[src/rtl/lsu_pkg.sv]
// Shared definitions for the load/store unit: funct3 encodings, FSM states
// and access-size / legality helpers.
package lsu_pkg;

    localparam logic [2:0] F3_B  = 3'b000;
    localparam logic [2:0] F3_H  = 3'b001;
    localparam logic [2:0] F3_W  = 3'b010;
    localparam logic [2:0] F3_BU = 3'b100;
    localparam logic [2:0] F3_HU = 3'b101;

    typedef enum logic [2:0] {
        ST_IDLE,
        ST_ACC0,
        ST_ACC1,
        ST_CAP,
        ST_RESP
    } lsu_state_e;

    function automatic logic [2:0] size_bytes(input logic [2:0] funct3);
        logic [2:0] n;
        case (funct3[1:0])
            2'b00:   n = 3'd1;
            2'b01:   n = 3'd2;
            default: n = 3'd4;
        endcase
        return n;
    endfunction

    // Stores only check the unsigned bit; loads reject the three unused codes.
    function automatic logic is_legal(input logic we, input logic [2:0] funct3);
        logic ok;
        if (we) begin
            ok = !funct3[2];
        end else begin
            ok = !(funct3 == 3'b011 || funct3 == 3'b110 || funct3 == 3'b111);
        end
        return ok;
    endfunction

endpackage

[src/rtl/lsu_load_align.sv]
// Extracts the addressed bytes from the two captured words and applies
// sign or zero extension according to funct3.
module lsu_load_align
    import lsu_pkg::*;
(
    input  logic [63:0] data_i,
    input  logic [1:0]  off_i,
    input  logic [2:0]  funct3_i,
    output logic [31:0] result_o
);

    logic [31:0] window;
    logic        unused_hi;

    // The largest offset is 3 bytes, so the top byte is never selected.
    assign unused_hi = ^data_i[63:56];

    always_comb begin
        window = data_i[{off_i, 3'b000} +: 32];
        case (funct3_i)
            F3_B:    result_o = {{24{window[7]}}, window[7:0]};
            F3_H:    result_o = {{16{window[15]}}, window[15:0]};
            F3_BU:   result_o = {24'b0, window[7:0]};
            F3_HU:   result_o = {16'b0, window[15:0]};
            default: result_o = window;
        endcase
    end

endmodule

[src/rtl/lsu_ctrl.sv]
// Load/store initiator: splits misaligned accesses into two word beats,
// positions store data on byte lanes and returns aligned, extended load data.
module lsu_ctrl
    import lsu_pkg::*;
#(
    parameter int ADDR_W = 32,
    parameter int DATA_W = 32
) (
    input  logic                clk,
    input  logic                rst_n,
    input  logic                req_valid,
    output logic                req_ready,
    input  logic                req_we,
    input  logic [2:0]          req_funct3,
    input  logic [ADDR_W-1:0]   req_addr,
    input  logic [DATA_W-1:0]   req_wdata,
    output logic                resp_valid,
    output logic [DATA_W-1:0]   resp_rdata,
    output logic                resp_err,
    output logic                busy,
    output logic                mem_en,
    output logic                mem_we,
    output logic [DATA_W/8-1:0] mem_be,
    output logic [ADDR_W-1:0]   mem_addr,
    output logic [DATA_W-1:0]   mem_wdata,
    input  logic [DATA_W-1:0]   mem_rdata
);

    lsu_state_e state_q, state_d;

    logic                we_q, we_d;
    logic [2:0]          funct3_q, funct3_d;
    logic [ADDR_W-1:0]   addr_q, addr_d;
    logic [DATA_W-1:0]   wdata_q, wdata_d;
    logic [DATA_W-1:0]   buf0_q, buf0_d;
    logic [DATA_W-1:0]   buf1_q, buf1_d;
    logic                resp_valid_q, resp_valid_d;
    logic                resp_err_q, resp_err_d;
    logic [DATA_W-1:0]   resp_rdata_q, resp_rdata_d;
    logic                mem_en_q, mem_en_d;
    logic                mem_we_q, mem_we_d;
    logic [DATA_W/8-1:0] mem_be_q, mem_be_d;
    logic [ADDR_W-1:0]   mem_addr_q, mem_addr_d;
    logic [DATA_W-1:0]   mem_wdata_q, mem_wdata_d;

    // In IDLE the beat-0 outputs are registered straight from the request.
    logic                cur_we;
    logic [2:0]          cur_funct3;
    logic [ADDR_W-1:0]   cur_addr;
    logic [DATA_W-1:0]   cur_wdata;
    logic [2:0]          nbytes;
    logic [7:0]          mask8;
    logic [7:0]          be8;
    logic                split;
    logic [2*DATA_W-1:0] wd64;
    logic [ADDR_W-1:0]   beat0_addr;
    logic [ADDR_W-1:0]   beat1_addr;
    logic [2*DATA_W-1:0] align_in;
    logic [31:0]         ld_result;

    always_comb begin
        if (state_q == ST_IDLE) begin
            cur_we     = req_we;
            cur_funct3 = req_funct3;
            cur_addr   = req_addr;
            cur_wdata  = req_wdata;
        end else begin
            cur_we     = we_q;
            cur_funct3 = funct3_q;
            cur_addr   = addr_q;
            cur_wdata  = wdata_q;
        end
        nbytes     = size_bytes(cur_funct3);
        mask8      = (8'd1 << nbytes) - 8'd1;
        be8        = mask8 << cur_addr[1:0];
        split      = |be8[7:4];
        wd64       = {{DATA_W{1'b0}}, cur_wdata} << {cur_addr[1:0], 3'b000};
        beat0_addr = {cur_addr[ADDR_W-1:2], 2'b00};
        beat1_addr = {cur_addr[ADDR_W-1:2] + (ADDR_W-2)'(1), 2'b00};
    end

    // Data the buffers will hold at the end of CAP, fed to the aligner so the
    // response can be registered on the same edge.
    assign align_in = split ? {mem_rdata, buf0_q} : {{DATA_W{1'b0}}, mem_rdata};

    lsu_load_align u_align (
        .data_i   (align_in),
        .off_i    (addr_q[1:0]),
        .funct3_i (funct3_q),
        .result_o (ld_result)
    );

    always_comb begin
        state_d      = state_q;
        we_d         = we_q;
        funct3_d     = funct3_q;
        addr_d       = addr_q;
        wdata_d      = wdata_q;
        buf0_d       = buf0_q;
        buf1_d       = buf1_q;
        resp_err_d   = 1'b0;
        resp_rdata_d = '0;

        case (state_q)
            ST_IDLE: begin
                if (req_valid) begin
                    we_d     = req_we;
                    funct3_d = req_funct3;
                    addr_d   = req_addr;
                    wdata_d  = req_wdata;
                    buf0_d   = '0;
                    buf1_d   = '0;
                    if (!is_legal(req_we, req_funct3)) begin
                        state_d    = ST_RESP;
                        resp_err_d = 1'b1;
                    end else begin
                        state_d = ST_ACC0;
                    end
                end
            end
            ST_ACC0: begin
                if (split) begin
                    state_d = ST_ACC1;
                end else begin
                    state_d = we_q ? ST_RESP : ST_CAP;
                end
            end
            ST_ACC1: begin
                if (!we_q) begin
                    buf0_d = mem_rdata;
                end
                state_d = we_q ? ST_RESP : ST_CAP;
            end
            ST_CAP: begin
                if (split) begin
                    buf1_d = mem_rdata;
                end else begin
                    buf0_d = mem_rdata;
                end
                resp_rdata_d = ld_result;
                state_d      = ST_RESP;
            end
            ST_RESP: begin
                state_d = ST_IDLE;
            end
            default: begin
                state_d = ST_IDLE;
            end
        endcase

        resp_valid_d = (state_d == ST_RESP);
    end

    always_comb begin
        mem_en_d    = 1'b0;
        mem_we_d    = 1'b0;
        mem_be_d    = '0;
        mem_addr_d  = mem_addr_q;
        mem_wdata_d = '0;
        if (state_d == ST_ACC0) begin
            mem_en_d    = 1'b1;
            mem_we_d    = cur_we;
            mem_be_d    = be8[3:0];
            mem_addr_d  = beat0_addr;
            mem_wdata_d = wd64[DATA_W-1:0];
        end else if (state_d == ST_ACC1) begin
            mem_en_d    = 1'b1;
            mem_we_d    = cur_we;
            mem_be_d    = be8[7:4];
            mem_addr_d  = beat1_addr;
            mem_wdata_d = wd64[2*DATA_W-1:DATA_W];
        end
    end

    always_ff @(posedge clk) begin
        if (!rst_n) begin
            state_q      <= ST_IDLE;
            we_q         <= 1'b0;
            funct3_q     <= '0;
            addr_q       <= '0;
            wdata_q      <= '0;
            buf0_q       <= '0;
            buf1_q       <= '0;
            resp_valid_q <= 1'b0;
            resp_err_q   <= 1'b0;
            resp_rdata_q <= '0;
            mem_en_q     <= 1'b0;
            mem_we_q     <= 1'b0;
            mem_be_q     <= '0;
            mem_addr_q   <= '0;
            mem_wdata_q  <= '0;
        end else begin
            state_q      <= state_d;
            we_q         <= we_d;
            funct3_q     <= funct3_d;
            addr_q       <= addr_d;
            wdata_q      <= wdata_d;
            buf0_q       <= buf0_d;
            buf1_q       <= buf1_d;
            resp_valid_q <= resp_valid_d;
            resp_err_q   <= resp_err_d;
            resp_rdata_q <= resp_rdata_d;
            mem_en_q     <= mem_en_d;
            mem_we_q     <= mem_we_d;
            mem_be_q     <= mem_be_d;
            mem_addr_q   <= mem_addr_d;
            mem_wdata_q  <= mem_wdata_d;
        end
    end

    assign req_ready  = (state_q == ST_IDLE);
    assign busy       = (state_q != ST_IDLE);
    assign resp_valid = resp_valid_q;
    assign resp_err   = resp_err_q;
    assign resp_rdata = resp_rdata_q;
    assign mem_en     = mem_en_q;
    assign mem_we     = mem_we_q;
    assign mem_be     = mem_be_q;
    assign mem_addr   = mem_addr_q;
    assign mem_wdata  = mem_wdata_q;

endmodule

[config.mk]
export PLATFORM = sky130hd
export DESIGN_NAME = lsu_ctrl
export DESIGN_NICKNAME = d
export VERILOG_FILES = /design/src/rtl/lsu_pkg.sv /design/src/rtl/lsu_load_align.sv /design/src/rtl/lsu_ctrl.sv
export SDC_FILE = /design/constraint.sdc
export NUM_CORES = 1
export LEC_CHECK = 0
export ABC_CLOCK_PERIOD_IN_PS = 5100
export CORE_ASPECT_RATIO = 0.6
export CORE_MARGIN = 10
export CORE_UTILIZATION = 57
export DETAILED_ROUTE_END_ITERATION = 10
export HOLD_SLACK_MARGIN = 0.05
export PLACE_DENSITY = 0.94
export SLEW_MARGIN = 20
export SYNTH_ARGS = -nofsm -noshare
export SYNTH_HDL_FRONTEND = slang
export SYNTH_HIERARCHICAL = 1
export SYNTH_SLANG_ARGS = --single-unit
[constraint.sdc]
create_clock -name clk -period 5.1 [get_ports clk]
set_clock_uncertainty 0.05 [all_clocks]
set_input_delay 0.765 -clock clk [delete_from_list [all_inputs] [get_ports clk]]
set_output_delay 0.765 -clock clk [all_outputs]
set_load 0.01 [all_outputs]
# --- Word-level counts from Yosys, hierarchy flattened ---
# Index checks and enable logic that the tools add are counted.
# Widths: inputs -> output; s select.
word_totals:
  reg_bits: 205
  out_inout_bits: 106
op_classes:
  addsub: 2
  eq_ne: 16
  shift: 4
  muxes: 30
  n_reduce_logical: 15
ops:
  columns: ["op", "n"]
  rows:
  - ["$mux 32", 9]
  - ["$pmux 32 s4", 1]
  - ["$pmux 32 s3", 1]
  - ["$mux 64", 1]
  - ["$shiftx 64x6->32", 1]
  - ["$shl 32x5->64", 1]
  - ["$add 30x1->30 const B", 1]
  - ["$eq 3x3->1 const B", 5]
  - ["$eq 3x2->1 const B", 4]
  - ["$mux 3", 4]
  - ["$pmux 3 s4", 1]
  - ["$eq 3x1->1 const B", 3]
  - ["$mux 1", 9]
  - ["$mux 4", 2]
  - ["$shl 1x3->8 const A", 1]
  - ["$shl 8x2->8", 1]
  - ["$sub 8x1->8 const B", 1]
  - ["$logic_not 3->1", 2]
  - ["$ne 2x2->1 const B", 3]
  - ["$pmux 3 s2", 1]
  - ["$reduce_bool 3->1", 2]
  - ["$reduce_and 2->1", 2]
  - ["$reduce_and 4->1", 1]
  - ["$reduce_or 4->1", 1]
  - ["7 further kinds", 9]

# --- Depth between registers and ports, before layout ---
logic_depth:
  word_depth: 13
  ltp_mapped: 14
  depth_no_buf: 10

# --- By module ---
# Netlist, hierarchy kept.
modules_own_cells:
  columns: ["module", "n_inst", "cells_each", "area_per_inst_um2", "seq_area_each_um2"]
  rows:
  - ["lsu_ctrl", 1, 1119, 9680.5, 4103.9]
  - ["lsu_load_align", 1, 101, 1104.8, 0.0]

# --- Worst setup path after synthesis ---
# OpenSTA, ideal clock, no wires.
synth_path:
  path_kind: "register -> register"
  start: "register state_q[1]"
  end: "register resp_rdata_q[31] (netlist: resp_rdata[31])"
  setup_ns: 0.115
  arrival_time_ns: 3.172
  required_time_ns: 4.935
  setup_slack_ns: 1.763
  path_stages_with_launch: 14
  path_buffers: 6
  synth_period_minus_slack_ns: 3.337
  cell_sequence: "dfxtp_1 > buf_6 > or3_4 > buf_6 > clkbuf_1 > a21oi_1 > buf_2 > buf_2 > mux2_2 > mux4_1 > mux2i_4 > buf_6 > o21ai_1 > and2_1"
synth_between:
  elab_chain_cells: 11
synth_rtl:
  columns: ["item", "line_no", "rtl"]
  rows:
  - ["from (decl)", "lsu_ctrl.sv:29", "lsu_state_e state_q, state_d;"]
  - ["from (signal assigned)", "lsu_ctrl.sv:193", "state_q <= state_d;"]
  - ["$logic_not 3->1 (*)", "lsu_ctrl.sv:62", "if (state_q == ST_IDLE) begin"]
  - ["$mux 2", "lsu_ctrl.sv:62", null]
  - ["$eq 2x1->1 / $logic_not 2->1 (equally long branches)", "lsu_pkg.sv:21", "case (funct3[1:0])"]
  - ["$pmux 3 s2", "lsu_pkg.sv:21", null]
  - ["$shl 1x3->8", "lsu_ctrl.sv:74", "mask8 = (8'd1 << nbytes) - 8'd1;"]
  - ["$sub 8x1->8", "lsu_ctrl.sv:74", null]
  - ["$shl 8x2->8 (*)", "lsu_ctrl.sv:75", "be8 = mask8 << cur_addr[1:0];"]
  - ["$reduce_or 4->1 (*)", "lsu_ctrl.sv:76", "split = |be8[7:4];"]
  - ["$mux 64 (*)", "lsu_ctrl.sv:84", "assign align_in = split ? {mem_rdata, buf0_q} : {{DATA_W{1'b0}}, mem_rdata};"]
  - ["named net align_in[23]", "lsu_ctrl.sv:58", "logic [2*DATA_W-1:0] align_in;"]
  - ["$shiftx 64x6->32 (*)", "lsu_load_align.sv:19", "window = data_i[{off_i, 3'b000} +: 32];"]
  - ["$pmux 32 s4 (*)", "lsu_load_align.sv:20", "case (funct3_i)"]
  - ["named net ld_result[31]", "lsu_ctrl.sv:59", "logic [31:0] ld_result;"]
  - ["to (signal assigned)", "lsu_ctrl.sv:202", "resp_rdata_q <= resp_rdata_d;"]
  - ["to (decl)", "lsu_ctrl.sv:39", "logic [DATA_W-1:0] resp_rdata_q, resp_rdata_d;"]
# The timed path passes the listed nets; every way through them passes the cells marked *.
# A chain may end at the register's enable or synchronous reset.

# --- Worst setup path in the final report ---
layout_path:
  start: "register state_q[0]"
  end: "output port req_ready"
layout_between:
  elab_chain_cells: 1
layout_rtl:
  columns: ["item", "line_no", "rtl"]
  rows:
  - ["$logic_not 3->1", "lsu_ctrl.sv:211", "assign req_ready = (state_q == ST_IDLE);"]
  - ["to (decl)", "lsu_ctrl.sv:12", "output logic req_ready,"]
# Every way passes these cells.

==> impl_metrics.toml <==
[pwr]
ir_worst_vdd_uv = 304.2
power_density_nw_per_um2 = 534.1
leakage_nw = 5.024
p_total_mw = 7.237

[synth]
synthCells = 1212
yosys_warnings = 6
synthesis.area_sq_um = 10740
syn_area_per_cell_sq_um = 8.858

[clocking]
cts-buffers-inserted = 20
clkTransAtPathRegs_ns = 0.06
clock_path_buffers = 3
h-tree-depth = 1
cts_hold_buf = 0
root_buffer = "clkbuf_16"
postCtsSetupRepairBufs = 0
cts_resized = 0
insertion_delay_ns = 0.50
tritoncts = "yes"
clkSinkCount = 205

[status]
run_status = "completed"

[final_layout]
final_nets = 1464
design_area_sq_um = 13550
fill_cells = 1222
syn2layout_area_growth_pct = 26.23
multi_input_area_sq_um = 6201
final_util_pct = 74.23
drive_gt1_share_pct = 10.42
layout_common_cells = "nand2_1, clkdlybuf4s50_1, dfxtp_1"
diodes = 0
seqCellArea_sq_um = 4108
layout_commonest_cell = "nand2_1"

[timing]
setup_viol = 0
slew_viol_final = 0
post-route-period-util_pct = 76.62
setup_tns_ns = 0
final_hold_viol_count = 0
worst_slack_ns = 1.193
rsz0062_at_grt = "no"
fin_crit_ns = 3.907
fmax_mhz = 255.9
relSlewSlack_pct = 25.06
worstMarginPinSlew_ns = 1.124

[critical_path]
worst_ep_arrival_time_ns = 3.09
startpoint_type = "register"
crit_required_ns = 4.28
critPathMaxFanout = 30
cp-end-kind = "output pin"
reg2reg_depth = 7
critPathCapture = "req_ready"
r2r_start = "state_q[0]$_SDFF_PN0_"
r2r_slack_ns = 1.21
critPathKind = "reg -> out"
critPathLaunch = "state_q[0]$_SDFF_PN0_"
crit-reg2reg-capture = "mem_wdata[11]$_SDFF_PN0_"

[floorplan]
design.core.area_sq_um = 18260
fp.dieArea_sq_um = 24900
ios = 209
initial_core_util_pct = 58.80
rows = 38
die_h_microns = 126.3
fp.dieW_microns = 197.2

[placed_design]
place_ws_ns = 0.9958
gp_congestion = 1.005
placed_cell_area_sq_um = 12820
hpwl_microns = 26210
portBuffers = 206

[grt]
grt_pass1_wl_microns = 57060
grt-ovfl-total = 0
gr-usage-all-layers_pct = 28.19
grt_start_max_net_pins = 63
grt_pass1_vias = 10106
antenna_found_initial = 1

[hold_path]
hold_path_class = "reg -> reg"

[run]
max-cap-violations = 0

[routing]
viasPerCell = 6.600
ant_nets = 0
route.detailed.drc = 0
via_count = 10645
drt_iter0_drc = 1599
routed_wl_microns = 37150
firstDrtPassIters = 6
avgRoutedWirePerCell_microns = 23.03
## routing by layer
metal	global-route usage, %	part of all wire (%)	up-vias
li1	-	-	4647
met1	38.15	39	5065
met2	42.45	44	829
met3	9.612	15	102
met4	6.709	2.4	2
met5	0	0.035	-
## worst max-delay path, cell delays in order (launching register included)
cell and delay (ns):
dfxtp_1 0.60, or3_4 0.44, clkinv_2 0.56, buf_4 0.44, clkdlybuf4s50_1 0.52
## worst min path at each step
stage / start / end / cells past startpoint
floorplan: addr_q[30]$_SDFFE_PN0P_ / addr_q[30]$_SDFFE_PN0P_ / 2
global placement: addr_q[31]$_SDFFE_PN0P_ / addr_q[31]$_SDFFE_PN0P_ / 2
detailed placement: mem_addr[22]$_SDFFE_PN0P_ / mem_addr[22]$_SDFFE_PN0P_ / 1
CTS: addr_q[30]$_SDFFE_PN0P_ / addr_q[30]$_SDFFE_PN0P_ / 2
global route: addr_q[30]$_SDFFE_PN0P_ / addr_q[30]$_SDFFE_PN0P_ / 2
finish: addr_q[30]$_SDFFE_PN0P_ / addr_q[30]$_SDFFE_PN0P_ / 2
## sequential cells by signal, summed over array words and instances, names as in the netlist
name        count
funct3_q        3
resp_valid      1
resp_rdata     32
resp_err        1
mem_we          1
mem_wdata      32
mem_addr       30
state_q         3
mem_en          1
buf0_q         32
mem_be          4
we_q            1
addr_q         32
wdata_q        32
## power breakdown
part	leakage, nW	switching, mW	internal [mW]
Clock	0.350	0.638	1.01
Sequential	1.67	0.209	1.85
Combinational	3.01	2.03	1.50
Total	5.02	2.88	4.36
## stage by stage
| stage | hold slack (ns) | instances |
|---|---|---|
| finish | 0.4025 | 1613 |
| global route | 0.4265 | 1613 |
| CTS | 0.4060 | 1613 |
| detailed placement | 0.3971 | 1578 |
| global placement | 0.3918 | 1578 |
| floorplan | 0.3857 | 1213 |
## layout make-up
class / instances / area share [%]
Clock buffer: 30 / 4.423
Sequential cell: 205 / 30.31
Multi-Input combinational cell: 903 / 45.76
Inverter: 6 / 0.1754
Clock inverter: 5 / 0.9417
Timing Repair Buffer: 224 / 16.18
Tap cell: 240 / 2.216
Note: power is estimated with default switching activity, not from simulation.
